**src/rtl/accel_seq_pkg.sv**
```systemverilog
// Shared types and constants for the accelerometer axis sequencer.
package accel_seq_pkg;

  localparam int DATA_W = 16;

  typedef enum logic [1:0] {
    IDLE,
    REQ,
    ABS,
    DONE
  } state_e;

  typedef enum logic [1:0] {
    AXIS_X = 2'd0,
    AXIS_Y = 2'd1,
    AXIS_Z = 2'd2
  } axis_e;

endpackage

```
**src/rtl/abs_lane.sv**
```systemverilog
// Combinational two's-complement magnitude, shared by all three axes.
// Optional macro ACCEL_ABS_SATURATE_EN clamps the 0x8000 corner case to 0x7FFF.
module abs_lane
  import accel_seq_pkg::*;
(
  input  logic [DATA_W-1:0] din_i,
  output logic [DATA_W-1:0] mag_o
);

  logic [DATA_W-1:0] neg;

  assign neg = ~din_i + DATA_W'(1);

`ifdef ACCEL_ABS_SATURATE_EN
  localparam logic [DATA_W-1:0] MOST_NEG = {1'b1, {(DATA_W-1){1'b0}}};
  localparam logic [DATA_W-1:0] MOST_POS = {1'b0, {(DATA_W-1){1'b1}}};

  assign mag_o = !din_i[DATA_W-1] ? din_i :
                 (din_i == MOST_NEG) ? MOST_POS : neg;
`else
  // Negating the most negative value wraps back to itself, which is intended here.
  assign mag_o = din_i[DATA_W-1] ? neg : din_i;
`endif

endmodule

```
**src/rtl/accel_axis_sequencer.sv**
```systemverilog
// Periodic X/Y/Z sampler over one read channel with a single shared abs lane.
// Honours ACCEL_ABS_SATURATE_EN through the abs_lane instance.
module accel_axis_sequencer
  import accel_seq_pkg::*;
#(
  parameter int SAMPLE_DIV  = 100000,
  parameter int ACK_TIMEOUT = 255
) (
  input  logic              clk,
  input  logic              rst,
  input  logic              en,
  output logic              rd_req,
  output logic [1:0]        rd_axis,
  input  logic              rd_ack,
  input  logic [DATA_W-1:0] rd_data,
  output logic [DATA_W-1:0] x_data,
  output logic [DATA_W-1:0] y_data,
  output logic [DATA_W-1:0] z_data,
  output logic              sample_valid,
  output logic              busy,
  output logic              timeout_err,
  output logic              overrun
);

  localparam int CNT_W = (SAMPLE_DIV > 1) ? $clog2(SAMPLE_DIV) : 1;
  localparam int TO_W  = $clog2(ACK_TIMEOUT + 1);
  localparam logic [CNT_W-1:0] TICK_LAST = CNT_W'(SAMPLE_DIV - 1);
  localparam logic [TO_W-1:0]  TO_LAST   = TO_W'(ACK_TIMEOUT - 1);

  state_e            state_q, state_d;
  axis_e             axis_q, axis_d;
  logic [CNT_W-1:0]  tick_cnt_q;
  logic [TO_W-1:0]   to_cnt_q, to_cnt_d;
  logic [DATA_W-1:0] raw_q, raw_d;
  logic [DATA_W-1:0] shx_q, shx_d, shy_q, shy_d;
  logic [DATA_W-1:0] x_q, x_d, y_q, y_d, z_q, z_d;
  logic              terr_q, terr_d;
  logic [DATA_W-1:0] mag;
  logic              tick;

  abs_lane u_abs_lane (
    .din_i (raw_q),
    .mag_o (mag)
  );

  assign tick = en && (tick_cnt_q == TICK_LAST);

  always_ff @(posedge clk or posedge rst) begin
    if (rst) begin
      tick_cnt_q <= '0;
    end else if (!en || tick) begin
      tick_cnt_q <= '0;
    end else begin
      tick_cnt_q <= tick_cnt_q + CNT_W'(1);
    end
  end

  always_ff @(posedge clk or posedge rst) begin
    if (rst) begin
      state_q  <= IDLE;
      axis_q   <= AXIS_X;
      to_cnt_q <= '0;
      raw_q    <= '0;
      shx_q    <= '0;
      shy_q    <= '0;
      x_q      <= '0;
      y_q      <= '0;
      z_q      <= '0;
      terr_q   <= 1'b0;
    end else begin
      state_q  <= state_d;
      axis_q   <= axis_d;
      to_cnt_q <= to_cnt_d;
      raw_q    <= raw_d;
      shx_q    <= shx_d;
      shy_q    <= shy_d;
      x_q      <= x_d;
      y_q      <= y_d;
      z_q      <= z_d;
      terr_q   <= terr_d;
    end
  end

  // Z's magnitude goes straight to the output together with the X/Y shadows, so
  // all three outputs land on the edge entering DONE, aligned with sample_valid.
  always_comb begin
    state_d  = state_q;
    axis_d   = axis_q;
    to_cnt_d = to_cnt_q;
    raw_d    = raw_q;
    shx_d    = shx_q;
    shy_d    = shy_q;
    x_d      = x_q;
    y_d      = y_q;
    z_d      = z_q;
    terr_d   = terr_q;
    if (!en) begin
      state_d = IDLE;
    end else begin
      case (state_q)
        IDLE: begin
          if (tick) begin
            state_d  = REQ;
            axis_d   = AXIS_X;
            to_cnt_d = '0;
          end
        end
        REQ: begin
          if (rd_ack) begin
            raw_d   = rd_data;
            state_d = ABS;
          end else if (to_cnt_q == TO_LAST) begin
            state_d = IDLE;
            terr_d  = 1'b1;
          end else begin
            to_cnt_d = to_cnt_q + TO_W'(1);
          end
        end
        ABS: begin
          to_cnt_d = '0;
          case (axis_q)
            AXIS_X: begin
              shx_d   = mag;
              axis_d  = AXIS_Y;
              state_d = REQ;
            end
            AXIS_Y: begin
              shy_d   = mag;
              axis_d  = AXIS_Z;
              state_d = REQ;
            end
            default: begin
              x_d     = shx_q;
              y_d     = shy_q;
              z_d     = mag;
              terr_d  = 1'b0;
              state_d = DONE;
            end
          endcase
        end
        DONE:    state_d = IDLE;
        default: state_d = IDLE;
      endcase
    end
  end

  assign rd_req       = (state_q == REQ);
  assign rd_axis      = axis_q;
  assign x_data       = x_q;
  assign y_data       = y_q;
  assign z_data       = z_q;
  assign sample_valid = (state_q == DONE);
  assign busy         = (state_q != IDLE);
  assign timeout_err  = terr_q;
  assign overrun      = tick && (state_q != IDLE);

endmodule

```
**config.mk**
```make
export PLATFORM = sky130hd
export DESIGN_NAME = accel_axis_sequencer
export DESIGN_NICKNAME = d
export VERILOG_FILES = /design/src/rtl/accel_seq_pkg.sv /design/src/rtl/abs_lane.sv /design/src/rtl/accel_axis_sequencer.sv
export SDC_FILE = /design/constraint.sdc
export NUM_CORES = 1
export LEC_CHECK = 0
export BUFFER_PORTS_ARGS = -buffer_cell sky130_fd_sc_hd__buf_2
export CAP_MARGIN = 20
export CORE_ASPECT_RATIO = 2
export CORE_MARGIN = 2
export CORE_UTILIZATION = 40
export CTS_BUF_LIST = sky130_fd_sc_hd__clkbuf_8
export DETAILED_ROUTE_END_ITERATION = 8
export SLEW_MARGIN = 10
export SYNTH_ARGS = -nofsm -noshare
export SYNTH_HDL_FRONTEND = slang
export SYNTH_HIERARCHICAL = 1
export SYNTH_SLANG_ARGS = --single-unit
export TNS_END_PERCENT = 30
```
**constraint.sdc**
```tcl
create_clock -name clk -period 3.9 [get_ports clk]
set_clock_uncertainty 0.05 [all_clocks]
set_input_delay 0.39 -clock clk [delete_from_list [all_inputs] [get_ports clk]]
set_output_delay 0.39 -clock clk [all_outputs]
set_load 0.05 [all_outputs]
```
# --- Yosys cells after proc, flatten, opt, wreduce, memory -nomap -nowiden ---
# Index checks and enable logic that the tools add are counted.
totals:
  ff_bits: 126
  in_bits: 20
  out_inout_bits: 55
  wordCells: 68
classes:
  n_addsub: 3
  eq_ne: 14
  n_mux: 19
  n_bitwise: 2
  n_reduce_logical: 19
op_table:
  columns: ["operator", "n"]
  rows:
  - ["$mux 8", 3]
  - ["$pmux 8 s3", 1]
  - ["$add 17x1->17 const B", 1]
  - ["$eq 17x17->1 const B", 1]
  - ["$mux 17", 1]
  - ["$add 16x1->16 const B", 1]
  - ["$mux 16", 1]
  - ["$not 16->16", 1]
  - ["$mux 2", 6]
  - ["$reduce_and 3->1", 4]
  - ["$reduce_and 5->1", 2]
  - ["$add 8x1->8 const B", 1]
  - ["$eq 8x8->1 const B", 1]
  - ["$ne 2x2->1 const B", 4]
  - ["$pmux 2 s2", 2]
  - ["$pmux 2 s4", 1]
  - ["$ne 3x3->1 const B", 2]
  - ["$reduce_bool 2->1", 3]
  - ["$eq 2x1->1 const B", 2]
  - ["$eq 2x2->1 const B", 2]
  - ["$logic_not 2->1", 2]
  - ["$ne 4x2->1 const B", 1]
  - ["$reduce_and 4->1", 1]
  - ["$mux 1", 3]
  - ["other kinds (9)", 10]

# --- Depth between registers and ports, before layout ---
# Gate-level depths: netlist (run 1).
depth:
  word_depth: 5
  depth_mapped: 7
  depth_no_buf: 7

# --- By module ---
# Netlist (run 1), hierarchy kept.
by_module_without_submodules:
  columns: ["module", "n_inst", "cells_per_inst", "area_per_inst_um2", "seq_area_each_um2"]
  rows:
  - ["accel_axis_sequencer", 1, 381, 5295.1, 3153.0]
  - ["abs_lane", 1, 48, 365.4, 0.0]

# --- Least setup slack after synthesis (run 1) ---
# OpenSTA, ideal clock, no wires.
synth_path:
  path_kind: "register to register"
  startpoint: "register state_q[1]"
  endpoint: "register raw_q[0]"
  setup_time_ps: 125
  arrival_ps: 1890
  required_ps: 3725
  path_slack_ps: 1835
  path_stages_with_launch: 7
  n_path_buf: 2
  period_less_slack_ps: 2065
  cell_sequence: "dfrtp_1 -> inv_1 -> ha_1 -> buf_6 -> nand3_1 -> buf_2 -> mux2_2"
synth_between:
  elab_chain_len: 2
synth_lines:
  columns: ["element", "line_no", "rtl"]
  rows:
  - ["from (decl)", "accel_axis_sequencer.sv:30", "state_e state_q, state_d;"]
  - ["from (signal assigned)", "accel_axis_sequencer.sv:71", "state_q <= state_d;"]
  - ["$eq 2x1->1", null, null]
  - ["named net rd_req", "accel_axis_sequencer.sv:12", "output logic rd_req,"]
  - ["$reduce_and 3->1 (no line)", null, null]
  - ["to (signal assigned)", "accel_axis_sequencer.sv:74", "raw_q <= raw_d;"]
  - ["to (decl)", "accel_axis_sequencer.sv:34", "logic [DATA_W-1:0] raw_q, raw_d;"]
# The timed path passes the listed nets, and every way through them passes these cells.
# A chain may end at the register's enable or synchronous reset.

# --- Worst setup path in the final report (run 1) ---
layout_path:
  startpoint: "register tick_cnt_q[0]"
  endpoint: "output overrun"
layout_between:
  elab_chain_len: 3
layout_lines:
  columns: ["element", "line_no", "rtl"]
  rows:
  - ["from (decl)", "accel_axis_sequencer.sv:32", "logic [CNT_W-1:0] tick_cnt_q;"]
  - ["from (signal assigned)", "accel_axis_sequencer.sv:54", "tick_cnt_q <= tick_cnt_q + CNT_W'(1);"]
  - ["$eq 17x17->1", "accel_axis_sequencer.sv:46", "assign tick = en && (tick_cnt_q == TICK_LAST);"]
  - ["$logic_and 1x1->1", "accel_axis_sequencer.sv:46", null]
  - ["$logic_and 1x1->1", "accel_axis_sequencer.sv:155", "assign overrun = tick && (state_q != IDLE);"]
  - ["to (decl)", "accel_axis_sequencer.sv:22", "output logic overrun"]
# Every way passes these cells.

==> flow_metrics.tcl, run 1 <==
set metrics [dict create \
    yosysSeqAreaShare 0.557 \
    drv_cap 0 \
    p_leak_nw 3.50 \
    cts_buffers 17 \
    fin_crit_sh 0.630 \
    port_buffers 74 \
    arrival_ps 2020 \
    antenna_left 0 \
    p_per_area_nw_per_um2 398 \
    final_util 0.482 \
    final-max-slew-violation-count 0 \
    drtIter0Drc 165 \
    slowest_delay_ps 390 \
    synth_top_cell_area_share 0.557 \
    htree_levels 4 \
    place_area_sq_um 6200 \
    design_area_sq_um 6700 \
    drt_wl_total_mm 12.0 \
    worstPathCellList "ha_1, and4_1, and4b_4, and3_2, buf_2" \
    grt_pass1_wl_mm 19.7 \
    vias 3674 \
    tightest_slew_ps 845 \
    synth_ff_type "dfrtp_1" \
    ys_ff_latch 126 \
    clkTransAtPathRegs_ps 70 \
    synth_edf_count 0 \
    overflow 0 \
    crit_path_end_kind "output pin" \
    ir_worst_vdd_mv 0.245 \
    antennaDiodeCount 0 \
    num_rows 61 \
    routed_via_density 5.19 \
    fin_crit_ps 2460 \
    netlist_instances 429 \
    cts_tree "yes" \
    layout_commonest_cell "dfrtp_1" \
    synthTopCellsByArea "dfrtp_1 (56%), mux2_2 (19%), xnor2_1 (2.5%), ha_1 (1.8%), xor2_1 (1.5%)" \
    dr.pass1.iters 4 \
    nets 534 \
    core_area_sq_um 13900 \
    layout_common_cells "dfrtp_1 (126), mux2_2 (96), buf_2 (74)" \
    clock_latency_ps 420 \
    cts.sinks 126 \
    path_buf_inv 1 \
    holdWs_ps 144 \
    synth_area_per_cell_sq_um 13.2 \
    syn_nets 457 \
    grt_pass1_vias 3943 \
    syn_to_final_growth_pct 18.3 \
    netlist_area_sq_um 5660 \
    startpoint_type "flop" \
    clk_root_buffer_cell "clkbuf_8" \
    n_fill_cell 1310 \
    relSlewSlack 0.435 \
    register_area_sq_um 3150 \
    setup_viol_count_final 0 \
    crit_fanout 4 \
    synth.distinct_cells 50 \
    finalHoldViolations 0 \
    grt_max_degree 79 \
    post-route-drc-count 0 \
    die_area_sq_um 15200 \
    cts.path.max_buffers 2 \
    crit_family "simple AND/OR/NAND/NOR gates" \
    place_hpwl_mm 8.66 \
    ios 75 \
    yosysWarningCount 6 \
    rsz0062_at_grt "no" \
    antenna_found_initial 0 \
    max_freq_mhz 407 \
    cp.required_ps 3460 \
    die_y_um 172 \
    yosysTopAreaCell "dfrtp_1" \
    grtUsageTotal 0.170 \
    crit_type "reg2out" \
    multi_input_area_sq_um 2360 \
    initial_core_util 0.407 \
    drive_above_1_share 0.432 \
    hold_class "in2reg" \
    die_width_um 88.1 \
    tns_ps 0 \
    run_status "finished, final reports clean" \
    gp_congestion 0.772 \
    async_flop_share 1.00 \
    slowest_stage "dfrtp_1" \
    wl_per_cell_um 16.9 \
]
## through the flow
stage / instances / power, mW / worst slack, ps
after floorplan: 429 / 1.37 / 104
after global placement: 674 / 1.39 / 1520
after detailed placement: 674 / 1.39 / 1480
after CTS: 706 / 2.70 / 1400
after global routing: 708 / 2.77 / 1280
final: 708 / 2.67 / 1440
## cell families (layout without fill, tap and decap cells)
| family | after synthesis | in the layout | synth area share |
|---|---|---|---|
| and+or+nand+nor | 94 | 94 | 0.0964 |
| muxes | 99 | 99 | 0.197 |
| adders and majority gates | 8 | 8 | 0.0177 |
| buffers and inverters | 32 | 122 | 0.0274 |
| AOI/OAI and AO/OA | 44 | 44 | 0.0641 |
| DFF | 126 | 126 | 0.557 |
| xor gates and xnor gates | 26 | 26 | 0.0402 |
## cells in the mapped netlist (3+ instances only)
library cell,n
xnor2_1,16
mux2_2,96
and3_1,4
clkbuf_1,9
o41ai_2,5
buf_2,7
and2_1,4
inv_1,10
buf_4,3
dfrtp_1,126
nand3_1,15
ha_1,8
nor2_1,19
xor2_1,10
o31ai_1,11
nand4_1,6
nand2_1,17
or3_1,7
o21ai_0,11
a21oi_1,4
## sequential cells by signal, indices dropped and copies added, names as in the netlist
| name | cells |
|---|---|
| timeout_err | 1 |
| to_cnt_q | 8 |
| raw_q | 16 |
| rd_axis | 2 |
| state_q | 2 |
| shx_q | 16 |
| shy_q | 16 |
| x_data | 16 |
| z_data | 16 |
| tick_cnt_q | 17 |
| y_data | 16 |
## layout make-up
| type | instances | share of cell area |
|---|---|---|
| clock buffers | 20 | 0.0411 |
| clock inverters | 12 | 0.0284 |
| inverters | 11 | 0.00654 |
| multi-input cells | 271 | 0.352 |
| flip-flops and latches | 126 | 0.471 |
| well taps | 189 | 0.0353 |
| repair buffers | 79 | 0.0661 |
## path summary, 6_finish.rpt
check	cells past startpoint	to	slack (ps)	start
min reg2reg	1	tick_cnt_q[0]	440	tick_cnt_q[0]
min in group asynchronous	3	to_cnt_q[1]	380	rst
max	5	overrun	1440	tick_cnt_q[0]
max reg2reg	5	y_data[1]	1480	state_q[0]
min	2	raw_q[2]	140	rd_data[2]
max in group asynchronous	4	rd_axis[0]	2840	rst
## power by group
part,switching [mW],internal (mW)
Combinational,0.0378,0.0163
Sequential,0.00256,1.31
Clock,0.494,0.807
## layer usage
layer,track usage,share of wire,up-vias
li1,-,-,1695
met1,0.185,0.37,1879
met2,0.311,0.56,80
met3,0.0372,0.040,20
met4,0.0725,0.023,0
met5,0,0,-
## repair_timing
item,CTS,global route
hold buffers,0,1
endpoints found under the hold margin,0,10
resized for setup,0,0
setup buffers,0,0
Power figures use the tool's default switching activity.
==> run 2, diff against run 1 <==
- clock period: 3.9 -> 2.25 ns (I/O delays scaled with it)
==> flow_metrics.tcl, run 2 (synthesis results as in run 1) <==
set metrics [dict create \
    n_fill_cell 1307 \
    register_area_sq_um 3150 \
    fin_crit_ps 2200 \
    relSlewSlack 0.521 \
    layout_commonest_cell "dfrtp_1" \
    drtIter0Drc 200 \
    hold_class "in2reg" \
    largest-register "tick_cnt_q" \
    die_area_sq_um 15200 \
    clock_latency_ps 430 \
    drt_wl_total_mm 12.6 \
    overflow 0 \
    grt_pass1_vias 4029 \
    worstReg2RegEnd "shx_q[9]" \
    p_leak_nw 3.57 \
    grt_max_degree 127 \
    grtUsageTotal 0.182 \
    place_area_sq_um 6300 \
    arrival_ps 1920 \
    p_seq_frac 0.545 \
    setup_viol_count_final 0 \
    switching_share 0.255 \
    clkTransAtPathRegs_ps 80 \
    grt_pass1_wl_mm 20.7 \
    p_per_area_nw_per_um2 608 \
    reg2reg_setup_slack_ps 90 \
    initial_core_util 0.407 \
    core_area_sq_um 13900 \
    design_area_sq_um 6860 \
    htree_levels 4 \
    largest_register_ffs 17 \
    port_buffers 74 \
    startpoint_type "flop" \
    post-route-drc-count 0 \
    cts.path.max_buffers 2 \
    vias 3743 \
    routed_via_density 5.09 \
    min_to "state_q[0]" \
    worst_r2r_startpoint "raw_q[2]" \
    cts_tree "yes" \
    cellInternalPower_mw 3.11 \
    wl_per_cell_um 17.1 \
    nets 561 \
    clockPowerShare 0.427 \
    netSwitchingPower_mw 1.06 \
    dr.pass1.iters 4 \
    cp.required_ps 1980 \
    place_hpwl_mm 8.86 \
    run_status "finished, final reports clean" \
    cts_buffers 17 \
    slowest_stage "dfrtp_1" \
    die_width_um 88.1 \
    crit_type "reg2out" \
    min_from "rd_ack" \
    tightest_slew_ps 718 \
    rsz0062_at_grt "yes" \
    drv_cap 0 \
    cts.sinks 126 \
    gp_congestion 0.763 \
    crit_fanout 4 \
    tns_ps 0 \
    post-place-ws_ps 65.3 \
    num_rows 61 \
    crit_path_end_kind "output pin" \
    slowest_delay_ps 380 \
    antenna_left 0 \
    multi_input_area_sq_um 2370 \
    syn_to_final_growth_pct 21.2 \
    max_freq_mhz 455 \
    die_y_um 172 \
    pwr-share-comb 0.028 \
    ios 75 \
    fin_crit_sh 0.976 \
    holdPathStages 3 \
    clk_root_buffer_cell "clkbuf_8" \
    drive_above_1_share 0.438 \
    layout_common_cells "dfrtp_1 (126), mux2_2 (96), buf_2 (73)" \
    final-max-slew-violation-count 0 \
    reg2reg_depth 4 \
    antennaDiodeCount 0 \
    ir_worst_vdd_mv 0.565 \
    fin_ws_ps 53.3 \
    finalHoldViolations 0 \
    worstPathCellList "ha_2, and4_4, and4b_4, and3_2, buf_6" \
    antenna_found_initial 0 \
]
[run 2: changes by cell type in the layout (fill, tap and decap cells not counted), sizes merged]
cell         before  now
dlygate4sd3       1   17
clkbuf           20   17
inv              12   19
bufinv            5    0
clkinv            5    4
clkinvlp          1    3
buf              78   89
[run 2: worst max-delay path, delay by kind of cell, from the launching register on]
kind / cells / cell delay (ps)
adder cells (fa/ha/maj): 1 / 220
flip-flops: 1 / 380
AND/OR/NAND/NOR: 3 / 730
buffers and inverters: 1 / 150
[run 2: final cells by class]
class,count,area share
flip-flops and latches,126,0.460
multi-input cells,271,0.345
repair buffers,106,0.102
well taps,189,0.0345
clock buffers,17,0.0341
clock inverters,15,0.0181
inverters,11,0.00657
[run 2: layer usage]
layer | share of wire | routed length [um] | up-vias | global-route usage
li1 | - | - | 1746 | -
met1 | 0.36 | 4530 | 1924 | 0.183
met2 | 0.59 | 7380 | 61 | 0.346
met3 | 0.036 | 456 | 12 | 0.0492
met4 | 0.019 | 238 | 0 | 0.0698
met5 | 0 | 0 | - | 0
[run 2: timing repair]
item,CTS,global route
resized for setup,5,1
endpoints found under the hold margin,142,0
endpoints found under the setup margin,1,4
pin swaps,0,0
hold buffers,17,0
setup buffers,2,0
[run 2: power groups by stage]
stage / clock network [mW] / logic (mW) / registers (mW)
floorplan: 0 / 0.0524 / 2.32
global placement: 0 / 0.0909 / 2.32
detailed placement: 0 / 0.0930 / 2.32
CTS: 1.85 / 0.122 / 2.27
global route: 1.95 / 0.136 / 2.27
finish: 1.78 / 0.118 / 2.27
[run 2: through the flow]
stage | hold slack (ps) | utilization | cells | power (mW)
after floorplan | 326 | - | 429 | 2.37
after global placement | 407 | 0.453 | 684 | 2.41
after detailed placement | 413 | 0.453 | 684 | 2.41
after CTS | 132 | 0.493 | 735 | 4.24
after global routing | 150 | 0.494 | 735 | 4.36
final | 159 | 0.494 | 735 | 4.17
[run 2: how the worst max path moves through the flow]
stage / startpoint / end / slack [ps] / cells after the start
finish: tick_cnt_q[0] / overrun / 50 / 5
global route: tick_cnt_q[0] / overrun / -50 / 5
CTS: tick_cnt_q[0] / overrun / 20 / 5
detailed placement: raw_q[1] / shx_q[8] / 70 / 6
global placement: raw_q[8] / shx_q[14] / 170 / 4
floorplan: state_q[1] / raw_q[0] / 180 / 6
